--- config.mk ---
export PLATFORM = sky130hd
export DESIGN_NAME = viterbi_ctrl
export DESIGN_NICKNAME = d
export VERILOG_FILES = /design/src/rtl/viterbi_ctrl.sv
export SDC_FILE = /design/constraint.sdc
export NUM_CORES = 1
export LEC_CHECK = 0
export CAP_MARGIN = 40
export CORE_MARGIN = 2
export CORE_UTILIZATION = 50
export CTS_CLUSTER_SIZE = 16
export DETAILED_ROUTE_END_ITERATION = 6
export PLACE_DENSITY = 0.95
export SYNTH_ARGS = -nofsm -noshare
export SYNTH_HDL_FRONTEND = slang
export SYNTH_SLANG_ARGS = --single-unit
--- constraint.sdc ---
create_clock -name clk -period 14.7 [get_ports clk]
set_input_delay 2.94 -clock clk [delete_from_list [all_inputs] [get_ports clk]]
set_output_delay 2.94 -clock clk [all_outputs]
set_load 0.005 [all_outputs]
--- src/rtl/viterbi_ctrl.sv ---
// viterbi_ctrl: frame sequencer for the 4-state (K=3) Viterbi decoder.
// Steps ACS/path memory per symbol, flushes the survivors, emits decoded bits.
module viterbi_ctrl #(
   parameter int FRAME_LEN = 32,
   parameter int TAIL      = 2,
   parameter int DEPTH     = 11,
   parameter int MW        = 8
) (
   input  logic          clk,
   input  logic          reset,
   input  logic          frame_start,
   input  logic          sym_valid,
   input  logic [1:0]    sym_in,
   output logic          sym_ready,
   output logic          acs_en,
   output logic [1:0]    acs_sym,
   output logic          acs_erase,
   output logic          norm_en,
   input  logic [MW-1:0] pm0,
   input  logic [MW-1:0] pm1,
   input  logic [MW-1:0] pm2,
   input  logic [MW-1:0] pm3,
   input  logic [2:0]    p0,
   input  logic [2:0]    p1,
   input  logic [2:0]    p2,
   input  logic [2:0]    p3,
   output logic          dec_valid,
   output logic          dec_bit,
   output logic          frame_done,
   output logic          busy
);

   localparam int NSYM = FRAME_LEN + TAIL;
   localparam int NFL  = DEPTH - TAIL;
   localparam int CW   = $clog2(FRAME_LEN + DEPTH + 1);
   localparam int FW   = $clog2(DEPTH + 1);

   localparam logic [CW-1:0] LAST_SYM  = CW'(NSYM - 1);
   localparam logic [CW-1:0] OUT_FIRST = CW'(DEPTH);
   localparam logic [FW-1:0] FL_STEPS  = FW'(NFL);

   typedef enum logic [1:0] {
      IDLE,
      RUN,
      FLUSH,
      DONE
   } state_t;

   state_t        state;
   logic [CW-1:0] sc;
   logic [FW-1:0] fc;
   logic          dzero;
   logic [1:0]    best;
   logic [MW-1:0] bmin;
   logic          pbit;
   logic          unused;

   assign unused = ^{p0[1:0], p1[1:0], p2[1:0], p3[1:0]};

   // Strict compare keeps the lowest index on a tie.
   always_comb begin
      best = 2'd0;
      bmin = pm0;
      if (pm1 < bmin) begin
         best = 2'd1;
         bmin = pm1;
      end
      if (pm2 < bmin) begin
         best = 2'd2;
         bmin = pm2;
      end
      if (pm3 < bmin) begin
         best = 2'd3;
      end
      if (dzero) begin
         best = 2'd0;
      end
   end

   always_comb begin
      pbit = 1'b0;
      case (best)
         2'd0:    pbit = p0[2];
         2'd1:    pbit = p1[2];
         2'd2:    pbit = p2[2];
         default: pbit = p3[2];
      endcase
   end

   assign dec_bit = dec_valid & pbit;
   assign norm_en = acs_en & pm0[MW-1] & pm1[MW-1]
                  & pm2[MW-1] & pm3[MW-1];

   always_ff @(posedge clk or negedge reset) begin
      if (!reset) begin
         state      <= IDLE;
         sc         <= '0;
         fc         <= '0;
         dzero      <= 1'b0;
         sym_ready  <= 1'b0;
         acs_en     <= 1'b0;
         acs_sym    <= 2'b00;
         acs_erase  <= 1'b0;
         dec_valid  <= 1'b0;
         frame_done <= 1'b0;
         busy       <= 1'b0;
      end else begin
         acs_en     <= 1'b0;
         acs_erase  <= 1'b0;
         acs_sym    <= 2'b00;
         frame_done <= 1'b0;
         dec_valid  <= acs_en && (sc > OUT_FIRST);
         dzero      <= acs_erase;
         unique case (state)
            IDLE: begin
               if (frame_start) begin
                  state     <= RUN;
                  sym_ready <= 1'b1;
                  busy      <= 1'b1;
                  sc        <= '0;
                  fc        <= '0;
               end
            end
            RUN: begin
               if (sym_valid && sym_ready) begin
                  acs_en  <= 1'b1;
                  acs_sym <= sym_in;
                  sc      <= sc + 1'b1;
                  if (sc == LAST_SYM) begin
                     state     <= FLUSH;
                     sym_ready <= 1'b0;
                  end
               end
            end
            FLUSH: begin
               // After the erase steps, wait until the last bit has left.
               if (fc < FL_STEPS) begin
                  acs_en    <= 1'b1;
                  acs_erase <= 1'b1;
                  sc        <= sc + 1'b1;
                  fc        <= fc + 1'b1;
               end else if (!acs_en && !dec_valid) begin
                  state      <= DONE;
                  frame_done <= 1'b1;
               end
            end
            DONE: begin
               state <= IDLE;
               busy  <= 1'b0;
            end
         endcase
      end
   end

endmodule

### Word level (Yosys, flattened, before mapping)

Index checks and enable logic that the tools add are counted.

* reduce and logical (&&, ||, !) cells: 16
* eq/ne operators: 12
* add/subtract/negate cells: 2
* bitwise operators: 5
* mux-type cells: 34
* $lt $le $gt $ge: 5

Operators with widths (count)
* $lt 8x8->1: 3
* $mux 2: 10
* $mux 6: 3
* $pmux 6 s3: 1
* $mux 8: 2
* $ne 2x2->1 const B: 6
* $mux 1: 10
* $mux 4: 2
* $pmux 2 s4: 1
* $pmux 4 s2: 1
* $reduce_and 4->1: 2
* $add 6x1->6 const B: 1
* $eq 2x2->1 const B: 3
* $eq 6x6->1 const B: 1
* $gt 6x4->1 const B: 1
* $pmux 1 s2: 3
* $reduce_bool 2->1: 3
* $and 1x1->1: 5
* $reduce_and 5->1: 1
* $add 4x1->4 const B: 1
* $eq 2x1->1 const B: 2
* $logic_not 2->1: 2
* $lt 4x4->1 const B: 1
* $logic_and 1x1->1: 3
* other kinds (5): 6

* word-level logic and storage cells: 85
* output and inout bits: 10
* input bits: 50
* bits in registers: 21

### Logic depth before layout (Yosys ltp)

* word-level depth: 10
* depth in mapped cells: 23
* gate-level depth less buffers: 21

### Least setup slack after synthesis

No wires, ideal clock.

* path type: input to output
* start point: in pm0[1]
* end point: out dec_bit
* data required time: 11.760 ns
* cell stages on the path: 20
* data arrival time: 7.026 ns
* buffers on the path: 2
* path slack: 4.734 ns
* cells stage by stage: inv_1 > ha_1 > a2111o_1 > a211oi_2 > buf_2 > a21oi_1 > ha_1 > a211oi_1 > o21bai_1 > or3_1 > o21a_2 > buf_6 > a21o_1 > ha_1 > a21o_1 > a21oi_1 > nor2b_1 > a211oi_1 > o21ai_0 > a221oi_2

* longest elaborated chain between the ends: 10
* elaborated cells between the ends (all ways): 14
* those cells by class: 3 x order compare; 2 x eq/ne; 7 x mux; 1 x bitwise; 1 x reduce/logical

Ends and longest elaborated chain
* start, declared: line 19 `input logic [MW-1:0] pm0,`
* $lt 8x8->1: line 64 `if (pm1 < bmin) begin`
* $mux 8: line 64
* $lt 8x8->1: line 68 `if (pm2 < bmin) begin`
* $mux 8: line 68
* $lt 8x8->1: line 72 `if (pm3 < bmin) begin`
* $mux 2 (*): line 72
* $mux 2 (*): line 75 `if (dzero) begin`
* $eq 2x2->1, or another cell as far along: line 82 `case (best)`
* $pmux 1 s3 (*): line 82
* $and 1x1->1 (*): line 90 `assign dec_bit = dec_valid & pbit;`
* end, declared: line 28 `output logic dec_bit,`

Mark *: on every way between the ends. The rest lies on a longest branch, timed or not.

### Worst setup path in the final report

Same ends and word-level chain as after synthesis.

==> impl_metrics.json <==
{
  "clkTransAtPathRegs_ns": 0.07,
  "setup_viol": 0,
  "ys_async_sr_fraction_pct": 100,
  "outcome": "completed",
  "syn_to_final_growth_pct": 32.5,
  "yosys.area_share.adder_pct": 19.5,
  "synth_top_area_share_pct": 28.2,
  "dp_hpwl_mm": 3.53,
  "multiInputGateArea_sq_um": 1240,
  "gr-total-overflow": 0,
  "worstPathMaxFanout": 16,
  "worstSetupPathType": "in -> out",
  "setup_ws_ns": 3.22,
  "yosys-top-cells-area": "dfrtp_1 (28%), ha_1 (19%), o21ai_0 (5.1%)",
  "avgSynthCellArea_sq_um": 8.48,
  "synthesis.nets": 299,
  "die_x_um": 65.1,
  "critical_path.slowest_cell": "a211oi_2",
  "max_stage_delay_ns": 0.76,
  "clk_latency_ns": 0.26,
  "worstSetupStartpoint": "pm0[1]",
  "maxCapViolCount": 0,
  "worstPathRequired_ns": 11.76,
  "clk_path_buf_depth": 2,
  "cts_hold_buf": 0,
  "track_usage_pct": 21.8,
  "coreArea_sq_um": 3630,
  "ys_seq_elements": 21,
  "grt_setup_unrepaired": "false",
  "synth_most_common_cell": "ha_1",
  "path_common_cell": "ha_1",
  "fin_util_pct": 68.0,
  "vias": 1777,
  "ctsHtreeMaxLevel": 1,
  "synth_top_family_by_area": "compound AO/OA/AOI/OAI gates",
  "slew_headroom_pct": 39.7,
  "cts-root-buf": "clkbuf_8",
  "max_freq_mhz": 87.1,
  "synth-compound-area-share_pct": 28.2,
  "cp-end-kind": "output pin",
  "p_per_area_nw_per_um2": 115,
  "ys_top_cells_by_count": "ha_1 (29), dfrtp_1 (21), inv_1 (20), nor2_1 (20), o21ai_0 (19)",
  "timing_hold_violations_final": 0,
  "gp_congestion": 0.810,
  "crit_chain": "clkdlybuf4s50_1, inv_1, ha_1, a2111o_1, a211oi_2, nor2_1, a21oi_1, ha_1, a211oi_1, o21bai_1, or3_1, o21a_2, a21o_1, ha_1, a21o_1, a21oi_1, nor2b_1, a211oi_1, o21ai_0, a221oi_2, clkdlybuf4s50_1",
  "ys_seq_area_share_pct": 28.2,
  "synthCells": 220,
  "tns_ns": 0,
  "num_rows": 22,
  "post_cts_resize_count": 0,
  "arrival_ns": 8.54,
  "cp_num_buf_inv": 3,
  "remaining_drc_errors": 0,
  "dp_slack_ns": 3.18,
  "antenna_cells": 0,
  "netlist_area_sq_um": 1870,
  "seqCellArea_sq_um": 526,
  "r2r_start": "state[0]$_DFFE_PN0P_",
  "numPortBuffers": 51,
  "synth_xor_area_share_pct": 0,
  "tightest_slew_ns": 0.903,
  "ir_worst_vdd_mv": 0.116,
  "synth_mux_area_share_pct": 1.14,
  "ys.flop_type": "dfrtp_1",
  "io_pins": 60,
  "crit_family": "compound AO/OA/AOI/OAI gates",
  "fillCellCount": 300,
  "total_leakage_power_nw": 1.17,
  "grt_pass1_wl_mm": 7.23,
  "yosys.area.top_type": "dfrtp_1",
  "fin_nets": 352,
  "dieArea_sq_um": 4240,
  "final_max_slew_viol_count": 0,
  "cts_setup_buffers": 0,
  "hold_path.class": "reg -> reg",
  "antenna_left": 0,
  "die_h_um": 65.1,
  "wire_per_inst_um": 13.5,
  "cts_buffers": 3,
  "hp-start": "acs_erase$_DFF_PN0_",
  "clock-sinks": 21,
  "start_kind": "primary input",
  "drive_above_1_share_pct": 4.04,
  "synth-edff-count": 0,
  "cts_tree": "done",
  "yosys_warnings": 0,
  "drt-pass1-iter-count": 4,
  "routed_wirelength_mm": 4.31,
  "viasPerCell": 5.55,
  "finalClockSkew_ns": 0.00347,
  "initial_core_util_pct": 51.3,
  "yosysUniqueCellTypes": 44,
  "grt_start_max_net_pins": 17,
  "drt_iter0_markers": 55,
  "fin_crit_ns": 11.48,
  "post-route-period-util_pct": 78.1,
  "grt_pass1_vias": 1757,
  "synthSimpleGateAreaFrac_pct": 17.7,
  "grt_antenna_before_repair": 0
}
[state kept, by name, summed over array words and instances, names as in the netlist]
name and flops:
dzero 1, acs_en 1, sc 6, fc 4
dec_valid 1, sym_ready 1, frame_done 1, acs_sym 2
busy 1, state 2, acs_erase 1
[layout make-up]
cell class              instances  area share (%)
clock buffers                   4            1.82
inverters                      20            3.04
multi-input cells             175            50.2
flip-flops and latches         21            21.3
well taps                      48            2.43
repair buffers                 52            21.3
[cells by family after synthesis]
| logic type | Yosys count |
|---|---|
| AO/OA/AOI/OAI | 75 |
| buffers and inverters | 24 |
| flip-flops | 21 |
| AND/OR/NAND/NOR | 69 |
| multiplexers | 2 |
| adder cells (fa/ha/maj) | 29 |
[layout by cell type (no fill, tap or decap), types with 2 or more instances in the layout]
| master | synthesis | routed |
|---|---|---|
| nand2_1 | 18 | 18 |
| nand4_1 | 3 | 3 |
| o21a_1 | 3 | 3 |
| and4_1 | 2 | 2 |
| o211ai_1 | 2 | 2 |
| a21oi_1 | 16 | 16 |
| a41oi_1 | 2 | 2 |
| nand3_1 | 4 | 4 |
| a211oi_1 | 3 | 3 |
| a211o_1 | 2 | 2 |
| a2111o_1 | 2 | 2 |
| and3_1 | 2 | 2 |
| a22o_1 | 3 | 3 |
| clkdlybuf4s50_1 | 0 | 51 |
| ha_1 | 29 | 29 |
| dfrtp_1 | 21 | 21 |
| nor2b_1 | 2 | 2 |
| or2_2 | 2 | 2 |
| nor3_1 | 5 | 5 |
| a21o_1 | 9 | 9 |
| inv_1 | 20 | 20 |
| and2_1 | 2 | 2 |
| nand2b_1 | 7 | 7 |
| clkbuf_8 | 0 | 3 |
| nor2_1 | 20 | 20 |
| o31a_1 | 2 | 2 |
| o21ai_0 | 19 | 19 |
[final timing paths]
kind	endpoint	slack, ns	cells past startpoint
setup / recovery	dec_bit	3.22	21
max in group asynchronous	sym_ready$_DFFE_PN0P_	11.25	2
min in group asynchronous	acs_en$_DFF_PN0_	3.01	1
setup reg to reg	sc[3]$_DFFE_PN0P_	12.61	7
hold / removal	dzero$_DFF_PN0_	0.39	0
hold reg to reg	dzero$_DFF_PN0_	0.39	0
[power by group]
group	switching (mW)	total (mW)	internal (mW)	leakage, nW
registers	0.0177	0.0923	0.0746	0.276
clock network	0.0187	0.0380	0.0193	0.0228
logic	0.0813	0.153	0.0722	0.871
total	0.118	0.284	0.166	1.17
[routing by layer]
metal	share of wire [%]	wire length, um	up-vias	track usage (%)
met1	43	1840	811	25.2
met3	5.9	255	7	3.65
met4	1.5	65	0	6.77
met5	0	0	-	0
met2	50	2150	55	40.7
li1	-	-	904	-
[through the flow]
step	power, mW	hold WS (ns)	instances	area [sq um]
final	0.284	0.387	320	2470
after detailed placement	0.247	0.377	316	2430
after global routing	0.310	0.394	320	2470
after global placement	0.239	0.363	315	2410
after CTS	0.286	0.392	320	2470
after floorplan	0.196	0.376	220	1870
(Power assumes the default switching activity.)
